File: src/rtl/mem_access_pkg.sv
// rtl/mem_access_pkg.sv - shared types and defaults for the banked load/store unit
package mem_access_pkg;

    localparam int D_DEFAULT = 6;
    localparam int W_DEFAULT = 32;

    typedef enum logic [1:0] {
        IDLE,
        ACCESS,
        RESP
    } state_t;

    typedef enum logic {
        EVEN = 1'b0,
        ODD  = 1'b1
    } bank_sel_t;

endpackage

File: src/rtl/mem_access_unit_bank_router.sv
// rtl/mem_access_unit_bank_router.sv - splits a word request into even/odd bank accesses
module bank_router
    import mem_access_pkg::*;
#(
    parameter int D = D_DEFAULT,
    parameter int W = W_DEFAULT
) (
    input  logic [D:0]     addr,
    input  logic           wide,
    input  logic           write,
    input  logic [2*W-1:0] wdata,
    output logic           even_use,
    output logic           odd_use,
    output logic           even_we,
    output logic           odd_we,
    output logic [D-1:0]   even_addr,
    output logic [D-1:0]   odd_addr,
    output logic [W-1:0]   even_wdata,
    output logic [W-1:0]   odd_wdata,
    output logic           swap
);

    bank_sel_t    bank;
    logic [D-1:0] idx;
    logic [D-1:0] idx_next;

    assign bank     = bank_sel_t'(addr[0]);
    assign idx      = addr[D:1];
    assign idx_next = idx + D'(1);
    // swap: the low word lives in the odd bank
    assign swap     = (bank == ODD);

    always_comb begin
        even_use   = 1'b0;
        odd_use    = 1'b0;
        even_addr  = '0;
        odd_addr   = '0;
        even_wdata = '0;
        odd_wdata  = '0;
        if (wide) begin
            even_use = 1'b1;
            odd_use  = 1'b1;
            if (bank == EVEN) begin
                even_addr  = idx;
                odd_addr   = idx;
                even_wdata = wdata[W-1:0];
                odd_wdata  = wdata[2*W-1:W];
            end else begin
                odd_addr   = idx;
                odd_wdata  = wdata[W-1:0];
                even_addr  = idx_next;
                even_wdata = wdata[2*W-1:W];
            end
        end else if (bank == EVEN) begin
            even_use   = 1'b1;
            even_addr  = idx;
            even_wdata = wdata[W-1:0];
        end else begin
            odd_use   = 1'b1;
            odd_addr  = idx;
            odd_wdata = wdata[W-1:0];
        end
    end

    assign even_we = write & even_use;
    assign odd_we  = write & odd_use;

endmodule

File: src/rtl/mem_access_unit.sv
// rtl/mem_access_unit.sv - one-at-a-time load/store front end for the even/odd data banks
module mem_access_unit
    import mem_access_pkg::*;
#(
    parameter int D = D_DEFAULT,
    parameter int W = W_DEFAULT
) (
    input  logic           clk,
    input  logic           rst,
    input  logic           req_valid,
    output logic           req_ready,
    input  logic           req_write,
    input  logic           req_wide,
    input  logic [D:0]     req_addr,
    input  logic [2*W-1:0] req_wdata,
    output logic           rsp_valid,
    input  logic           rsp_ready,
    output logic [2*W-1:0] rsp_rdata,
    output logic           even_we,
    output logic           odd_we,
    output logic [D-1:0]   even_addr,
    output logic [D-1:0]   odd_addr,
    output logic [W-1:0]   even_wdata,
    output logic [W-1:0]   odd_wdata,
    input  logic [W-1:0]   even_rdata,
    input  logic [W-1:0]   odd_rdata
);

    state_t         state_q, state_d;
    logic           even_we_q, even_we_d, odd_we_q, odd_we_d;
    logic [D-1:0]   even_addr_q, even_addr_d, odd_addr_q, odd_addr_d;
    logic [W-1:0]   even_wdata_q, even_wdata_d, odd_wdata_q, odd_wdata_d;
    logic           wide_q, wide_d, write_q, write_d, swap_q, swap_d;
    logic           rsp_valid_q, rsp_valid_d;
    logic [2*W-1:0] rsp_rdata_q, rsp_rdata_d;

    logic           r_even_use, r_odd_use, r_even_we, r_odd_we, r_swap;
    logic [D-1:0]   r_even_addr, r_odd_addr;
    logic [W-1:0]   r_even_wdata, r_odd_wdata;

    bank_router #(.D(D), .W(W)) u_router (
        .addr       (req_addr),
        .wide       (req_wide),
        .write      (req_write),
        .wdata      (req_wdata),
        .even_use   (r_even_use),
        .odd_use    (r_odd_use),
        .even_we    (r_even_we),
        .odd_we     (r_odd_we),
        .even_addr  (r_even_addr),
        .odd_addr   (r_odd_addr),
        .even_wdata (r_even_wdata),
        .odd_wdata  (r_odd_wdata),
        .swap       (r_swap)
    );

    always_comb begin
        state_d      = state_q;
        even_we_d    = even_we_q;
        odd_we_d     = odd_we_q;
        even_addr_d  = even_addr_q;
        odd_addr_d   = odd_addr_q;
        even_wdata_d = even_wdata_q;
        odd_wdata_d  = odd_wdata_q;
        wide_d       = wide_q;
        write_d      = write_q;
        swap_d       = swap_q;
        rsp_valid_d  = rsp_valid_q;
        rsp_rdata_d  = rsp_rdata_q;
        case (state_q)
            IDLE: begin
                if (req_valid) begin
                    even_we_d = r_even_we;
                    odd_we_d  = r_odd_we;
                    // an unused bank keeps presenting its previous address and data
                    if (r_even_use) begin
                        even_addr_d  = r_even_addr;
                        even_wdata_d = r_even_wdata;
                    end
                    if (r_odd_use) begin
                        odd_addr_d  = r_odd_addr;
                        odd_wdata_d = r_odd_wdata;
                    end
                    wide_d  = req_wide;
                    write_d = req_write;
                    swap_d  = r_swap;
                    state_d = ACCESS;
                end
            end
            ACCESS: begin
                even_we_d   = 1'b0;
                odd_we_d    = 1'b0;
                rsp_valid_d = 1'b1;
                if (write_q) begin
                    rsp_rdata_d = '0;
                end else if (wide_q) begin
                    rsp_rdata_d = swap_q ? {even_rdata, odd_rdata} : {odd_rdata, even_rdata};
                end else begin
                    rsp_rdata_d = swap_q ? {{W{1'b0}}, odd_rdata} : {{W{1'b0}}, even_rdata};
                end
                state_d = RESP;
            end
            RESP: begin
                if (rsp_ready) begin
                    rsp_valid_d = 1'b0;
                    state_d     = IDLE;
                end
            end
            default: state_d = IDLE;
        endcase
    end

    always_ff @(posedge clk or posedge rst) begin
        if (rst) begin
            state_q      <= IDLE;
            even_we_q    <= 1'b0;
            odd_we_q     <= 1'b0;
            even_addr_q  <= '0;
            odd_addr_q   <= '0;
            even_wdata_q <= '0;
            odd_wdata_q  <= '0;
            wide_q       <= 1'b0;
            write_q      <= 1'b0;
            swap_q       <= 1'b0;
            rsp_valid_q  <= 1'b0;
            rsp_rdata_q  <= '0;
        end else begin
            state_q      <= state_d;
            even_we_q    <= even_we_d;
            odd_we_q     <= odd_we_d;
            even_addr_q  <= even_addr_d;
            odd_addr_q   <= odd_addr_d;
            even_wdata_q <= even_wdata_d;
            odd_wdata_q  <= odd_wdata_d;
            wide_q       <= wide_d;
            write_q      <= write_d;
            swap_q       <= swap_d;
            rsp_valid_q  <= rsp_valid_d;
            rsp_rdata_q  <= rsp_rdata_d;
        end
    end

    assign req_ready  = (state_q == IDLE) && !rst;
    assign rsp_valid  = rsp_valid_q;
    assign rsp_rdata  = rsp_rdata_q;
    assign even_we    = even_we_q;
    assign odd_we     = odd_we_q;
    assign even_addr  = even_addr_q;
    assign odd_addr   = odd_addr_q;
    assign even_wdata = even_wdata_q;
    assign odd_wdata  = odd_wdata_q;

endmodule

File: config.mk
export PLATFORM = sky130hd
export DESIGN_NAME = mem_access_unit
export DESIGN_NICKNAME = d
export VERILOG_FILES = /design/src/rtl/mem_access_pkg.sv /design/src/rtl/mem_access_unit_bank_router.sv /design/src/rtl/mem_access_unit.sv
export SDC_FILE = /design/constraint.sdc
export NUM_CORES = 1
export LEC_CHECK = 0
export CORE_MARGIN = 4
export CORE_UTILIZATION = 47
export CTS_CLUSTER_SIZE = 30
export DETAILED_ROUTE_END_ITERATION = 10
export PLACE_DENSITY = 0.86
export SYNTH_ARGS = -nofsm -noshare
export SYNTH_HDL_FRONTEND = slang
export SYNTH_SLANG_ARGS = --single-unit
File: constraint.sdc
create_clock -name clk -period 9.3 [get_ports clk]
set_clock_uncertainty 0.15 [all_clocks]
set_input_delay 1.86 -clock clk [delete_from_list [all_inputs] [get_ports clk]]
set_output_delay 1.86 -clock clk [all_outputs]
set_load 0.01 [all_outputs]
* Yosys cells after proc, flatten, opt, wreduce, memory -nomap -nowiden
Index checks and enable logic that the tools add are counted.
** Storage, ports and cells
- Register bits after elaboration :: 148
- Word-level logic and storage cells :: 58
** Cells by class
- Add/subtract/negate cells :: 1
- Equality and inequality tests :: 4
- Multiplexer cells :: 28
- Bitwise gates (word level) :: 2
- Reductions and logical operators :: 11
** Operators by type and width (count)
- $mux 32 :: 7
- $mux 64 :: 3
- $mux 6 :: 5
- $reduce_and 2->1 :: 4
- $mux 1 :: 7
- $add 6x1->6 const B :: 1
- $pmux 1 s2 :: 3
- $pmux 2 s3 :: 1
- $reduce_and 3->1 :: 2
- $mux 2 :: 2
- $ne 2x2->1 const B :: 2
- $reduce_bool 2->1 :: 2
- $and 1x1->1 :: 2
- $eq 2x1->1 const B :: 1
- $eq 2x2->1 const B :: 1
- $logic_not 2->1 :: 1
- $logic_and 1x1->1 :: 1
- $logic_not 1->1 :: 1

* Logic depth before layout (Yosys ltp)
Gate-level depths: netlist (run 1).
- Word-level depth :: 5
- Depth in mapped cells :: 6
- Mapped depth without buffers :: 4

* By module
From an unflattened synthesis (run 1), not the netlist that was laid out.
** Second synthesis, totals
- Cell total of the unflattened synthesis :: 621
- Area, all modules :: 7287.0 um^2
** Modules (own cells, without submodules)
- mem_access_unit :: times used 1, cells an instance 407, area an instance 6248.5 um^2, sequential area each 3703.6 um^2
- bank_router :: times used 1, cells an instance 214, area an instance 1038.5 um^2, sequential area each 0.0 um^2

* Worst setup path after synthesis (run 1)
Ideal clock, no wire load.
- Path kind :: input to output
- Start point :: input port rst
- End point :: output port req_ready
- Data arrival time :: 2119 ps
- Data required time :: 7290 ps
- Slack :: 5171 ps
- Cell stages on the path :: 1
- Path buffers :: 0
- Cells stage by stage :: nor3_1
** Between the ends
- Cells in the longest elaborated chain, start to end :: 2
** Ends and longest elaborated chain
- from (decl) :: RTL line mem_access_unit.sv:9 : input logic rst,
- $logic_not 1->1 :: RTL line mem_access_unit.sv:143 : assign req_ready = (state_q == IDLE) && !rst;
- $logic_and 1x1->1 :: RTL line mem_access_unit.sv:143
- to (decl) :: RTL line mem_access_unit.sv:11 : output logic req_ready,
Every way passes these cells.

* Final worst setup path (run 1)
Same ends and word-level chain as after synthesis.

==> results of run 1 <==
metal layers:
layer / wire length, um / vias to the layer above / global-route usage (%)
li1: - / 2996 / -
met1: 9280 / 3173 / 32.3
met2: 10400 / 304 / 41.3
met3: 1990 / 35 / 8.94
met4: 554 / 0 / 9.16
met5: 0 / - / 0
Yosys cell counts, drive strengths merged, types with 3 or more instances:
library cell  number
buf               34
o2bb2ai           27
o21ai             74
mux2               6
clkbuf            25
a22oi             27
nand2b            31
a2bb2oi            3
ha                 3
or3b               3
a32oi              9
dfrtp            148
a21oi             32
inv                3
o22ai             58
mux2i             65
nand2             82
nand3             22
path summary, 6_finish.rpt:
check	endpoint	slack, ps	cells past startpoint
setup / recovery	req_ready	4040	3
hold / removal	wide_q	330	2
setup reg to reg	odd_addr[2]	6960	4
hold reg to reg	wide_q	330	2
max in group asynchronous	state_q[0]	5810	3
min in group asynchronous	rsp_rdata[63]	1850	2
state kept, by name, indices dropped and copies added, names as in the netlist, 2 cells and up:
signal,count
even_addr,6
rsp_rdata,64
even_wdata,32
state_q,2
odd_addr,6
odd_wdata,32
layout make-up:
class / instances / area share (%)
flip-flops and latches: 148 / 35.2
multi-input cells: 462 / 29.4
repair buffers: 291 / 27.4
clock buffers: 24 / 4.76
well taps: 184 / 2.18
clock inverters: 7 / 0.902
inverters: 4 / 0.237
stage by stage:
| stage | utilization, % | hold slack, ps | power [uW] | worst slack [ps] |
|---|---|---|---|---|
| floorplan | - | 289 | 1950 | 3310 |
| global placement | 67.7 | 308 | 2760 | 4070 |
| global route | 71.7 | 349 | 3690 | 4050 |
| finish | 71.7 | 325 | 3480 | 4040 |
| detailed placement | 67.7 | 316 | 2810 | 4070 |
| CTS | 71.7 | 329 | 3510 | 4070 |
logic make-up after synthesis:
kind of cell / after synthesis / share of synthesized area [%]
AOI/OAI and AO/OA: 235 / 22.2
xor gates and xnor gates: 1 / 0.123
adders and majority gates: 3 / 0.526
buffers and inverters: 63 / 4.82
DFF: 148 / 51.9
muxes: 71 / 10.1
and+or+nand+nor: 152 / 10.4
power breakdown:
| group | internal, uW | total [uW] | switching (uW) |
|---|---|---|---|
| registers | 958 | 1230 | 267 |
| clock network | 430 | 692 | 262 |
| logic | 873 | 1570 | 694 |
| total | 2260 | 3480 | 1220 |
worst reg2reg max path, cell delays in order (launching register included):
cell and delay, ps:
dfrtp_1 490, or3b_4 460, clkinv_4 320, o21ai_4 390, mux2_2 420
==> run metrics, run 1 <==
status finished clean; Top delay family on crit path buffers and inverters; synthesis-to-layout area growth 47.6%; GR Overflow Total 0; row count 44; Mapped Cells around 670; number of fill cells between 1,000 and 1,500; min-delay src wide_q; post-synth top area share approximately half; most common cell after layout, fill and taps aside clkdlybuf4s50_1; Max-slew headroom between 20% and 30%; worst skew pair latency roughly 420 ps; Power Density around 330 nW/um2; Setup Crit Path Kind input port to output pin; global placement routability congestion between 0.8 and 0.9; Tmin final 5260 ps; DRC viols 0; io pins 285; worst setup path startpoint rst; Die Span Y approximately 130 um; final std cells w/o fill 1,120; largest cells by area after synthesis dfrtp_1 52%, mux2i_1 9.1%, o22ai_1 5.1%; crit-path cells clkdlybuf4s50_1 -> nor3_1 -> clkdlybuf4s50_1; Detail Route Antenna Nets 0; via/cell ratio 5.81; H-tree depth 4; Netlist cell types 42; VDD IR-drop max 0.172 mV; Tcrit/Tclk final between 50% and 60%; CORE AREA 14,700 um2; Bufs and invs on worst path 2; Clock Pin Slew Worst Setup and Hold Paths 50 ps; yosys warns 0; Leak 0.00437 uW; vias in the first global route between 6,000 and 7,000; Crit path required time around 7300 ps; Synth area leader dfrtp_1; Clock Tree Buf Depth 2; Vias between 6,000 and 7,000; die width between 100 and 150 um; hold buffer count at cts 0; Crit path largest cell delay between 600 and 700 ps; Initial Util between 40% and 50%; Cell Area, Placed 9950 um2; ys async rst share 100%; register area share after synthesis slightly above 50%; CTS tree built; Worst Path Arrival around 3300 ps; Worst path slowest cell clkdlybuf4s50_1; PortBufs 284; max-cap violation count 0; hpwl dp roughly 15,000 um; Crit path top cell by count clkdlybuf4s50_1; Final Max Tran Viols 0; Final nets 1,068; Crit. End Element output pin; total clock sinks between 100 and 150; final setup TNS 0 ps; clk root buf clkbuf_16; First-pass DRT Iterations 5; die area 17,200 um2; gr usage total 25.6%; main flop type after synthesis dfrtp_1; CP max FO 2; endpoints failing hold 0; Setup-failing EPs final 0; reg2reg start state_q[0]; commonest cells after routing, fill and taps aside 282 x clkdlybuf4s50_1, 147 x dfrtp_1, 82 x nand2_1; cts bufs inserted 17; Routed WL between 20,000 and 25,000 um; FF+latch area between 3000 and 4000 um2; synthesized area 7140 um2; multi-input logic area approximately 3100 um2; min-delay worst type flip-flop to flip-flop; RSZ-0062 raised after global routing no; Worst Max-Slew Pin Slew around 1100 ps; Mapped Nets around 820; number of post-CTS setup repair buffers 0; Yosys reg bits approximately 150; # diodes 0; fraction of layout cells with a size suffix above 1 roughly 9%; DR iter-0 viols between 500 and 600; number of synthesized flops with an enable pin 0; dpl cells about 1,100; post-cts sizing count 0; initial antenna violation count 0; fmax around 190 MHz; Synth Area per Inst approximately 11 um2; Wirelength per Cell ~20 um; Worst Setup Start Kind input port; global-route wire length before repair approximately 36,000 um; post-route cell area around 11,000 um2; pin count of the biggest net entering global routing 90
No activity file was read; power rests on OpenSTA's default activity.
==> run 2, diff against run 1 <==
--- a/config.mk
+++ b/config.mk
@@ -6,10 +6,10 @@
 export NUM_CORES = 1
 export LEC_CHECK = 0
 export CORE_MARGIN = 4
-export CORE_UTILIZATION = 47
+export CORE_UTILIZATION = 44
 export CTS_CLUSTER_SIZE = 30
 export DETAILED_ROUTE_END_ITERATION = 10
-export PLACE_DENSITY = 0.86
+export PLACE_DENSITY = 0.81
 export SYNTH_ARGS = -nofsm -noshare
 export SYNTH_HDL_FRONTEND = slang
 export SYNTH_SLANG_ARGS = --single-unit
==> constraint.sdc (replaced) <==
create_clock -name clk -period 4.92 [get_ports clk]
set_clock_uncertainty 0.15 [all_clocks]
set_input_delay 0.984 -clock clk [delete_from_list [all_inputs] [get_ports clk]]
set_output_delay 0.984 -clock clk [all_outputs]
set_load 0.01 [all_outputs]
==> run 2 against run 1 <==
Against the previous run: sequential cell count did not move; register-to-register slack got worse by 4500 ps; die area rose by 6.4%; wire length rose by 1.2%; critical path depth did not move; final cell count rose by 3.2%; non-clock buffer count rose by 2; power rose by 90%; first-iteration DRC count fell by 35%; clock power rose by 91%; core utilization fell by 4.8 points; sequential power rose by 90%; critical endpoint unchanged.
==> run metrics, run 2 (synthesis gave the netlist of run 1 again) <==
Setup Crit Path Kind input port to output pin; Power Density between 600 and 700 nW/um2; synthesis-to-layout area growth 48.8%; dpl cells 1,123; Max-slew headroom around a quarter; Die Span Y between 100 and 150 um; Crit. End Element output pin; Power, Total about 6600 uW; Initial Util between 40 and 50%; die width 135 um; CORE AREA 15,900 um2; H-tree depth 4; Crit path required time 3790 ps; post-cts sizing count 0; max-cap violation count 0; Clock Tree Buf Depth 2; GR Overflow Total 0; Wirelength per Cell about 19 um; Tcrit/Tclk final 67.2%; First-pass DRT Iterations 4; Setup-failing EPs final 0; RSZ-0062 raised after global routing no; Final Max Tran Viols 0; clock power share about a fifth; DR iter-0 viols 352; total clock sinks between 100 and 150; Internal 4290 uW; CP max FO 2; fraction of layout cells with a size suffix above 1 a little under a tenth; Routed WL roughly 23,000 um; vias in the first global route between 6,000 and 7,000; via/cell ratio between 5 and 6; fmax roughly 300 MHz; commonest cells after routing, fill and taps aside 282 x clkdlybuf4s50_1, 147 x dfrtp_1, 82 x nand2_1; Final nets roughly 1,100; die area between 15,000 and 20,000 um2; Vias approximately 6,500; initial antenna violation count 1; number of post-CTS setup repair buffers 0; Detail Route Antenna Nets 0; Leak around 0.0044 uW; CTS tree built; final setup TNS 0 ps; Clock Pin Slew Worst Setup and Hold Paths roughly 60 ps; final std cells w/o fill between 1,000 and 1,500; pin count of the biggest net entering global routing 86; min-delay worst type flip-flop to flip-flop; status finished clean; most common cell after layout, fill and taps aside clkdlybuf4s50_1; hpwl dp around 16,000 um; Seq pwr share 35.4%; global-route wire length before repair approximately 35,000 um; hold buffer count at cts 0; switching share of power 35.1%; PortBufs approximately 280; global placement routability congestion approximately 0.87; DRC viols 0; switching power of the nets ~2300 uW; endpoints failing hold 0; gr usage total between 20% and 30%; Tmin final around 3300 ps; Worst Max-Slew Pin Slew approximately 1100 ps; io pins ~290; cts bufs inserted 17; VDD IR-drop max 0.346 mV; reg2reg setup slack approximately 2400 ps; Worst Path Arrival ~2200 ps; Worst Setup Start Kind input port; clk root buf clkbuf_16; max reg flops 64; combinational share of power around 45%; row count 46; worst skew pair latency 400 ps
-- run 2: cell types whose count changed in the layout (fill, tap and decap cells not counted), sizes merged --
cell	previous run	this run
buf	9	11
clkinvlp	1	3
inv	4	2
clkbuf	24	25
diode	0	1
-- run 2: layout make-up --
| cell class | count | area, um2 |
|---|---|---|
| Fill cell | 1249 | 5260 |
| Sequential cell | 148 | 3710 |
| Multi-Input combinational cell | 462 | 3100 |
| Timing Repair Buffer | 293 | 2910 |
| Clock buffer | 25 | 515 |
| Tap cell | 216 | 270 |
| Clock inverter | 7 | 93.8 |
| Inverter | 4 | 23.8 |
| Antenna cell | 1 | 2.50 |
-- run 2: worst paths after layout --
kind / start / end / cells after the start
max in group asynchronous: rst / swap_q / 3
setup reg to reg: state_q[1] / rsp_rdata[63] / 4
hold reg to reg: rsp_rdata[51] / rsp_rdata[51] / 2
hold / removal: rsp_rdata[51] / rsp_rdata[51] / 2
setup / recovery: rst / req_ready / 3
min in group asynchronous: rst / odd_wdata[31] / 3
-- run 2: layer usage --
metal | vias to the layer above | routed length (um) | GRT usage, %
met5 | - | 0 | 0
met1 | 3196 | 9270 | 30.4
met2 | 292 | 10600 | 39.0
met4 | 0 | 404 | 7.22
li1 | 3011 | - | -
met3 | 27 | 2210 | 8.47
-- run 2: critical path, cell delays in order --
cell,delay (ps)
clkdlybuf4s50_1,470
nor3_1,160
clkdlybuf4s50_1,560
-- run 2: stage by stage --
stage          setup WS, ps  area (um2)  util, %  hold slack [ps]
2_1_floorplan          1930        7150        -              289
3_3_place_gp           1640       10000     63.0              306
3_5_place_dp           1620       10000     63.0              314
4_1_cts                1620       10600     66.9              327
5_1_grt                1550       10600     66.9              340
6_report               1620       10600     66.9              323
-- run 2: power by group through the flow --
stage               registers, uW  clock network (uW)  logic [uW]
global placement             2330                   0        2910
detailed placement           2330                   0        2980
finish                       2340                1320        2960
global route                 2420                1400        3180
floorplan                    2430                   0        1260
CTS                          2340                1340        2990
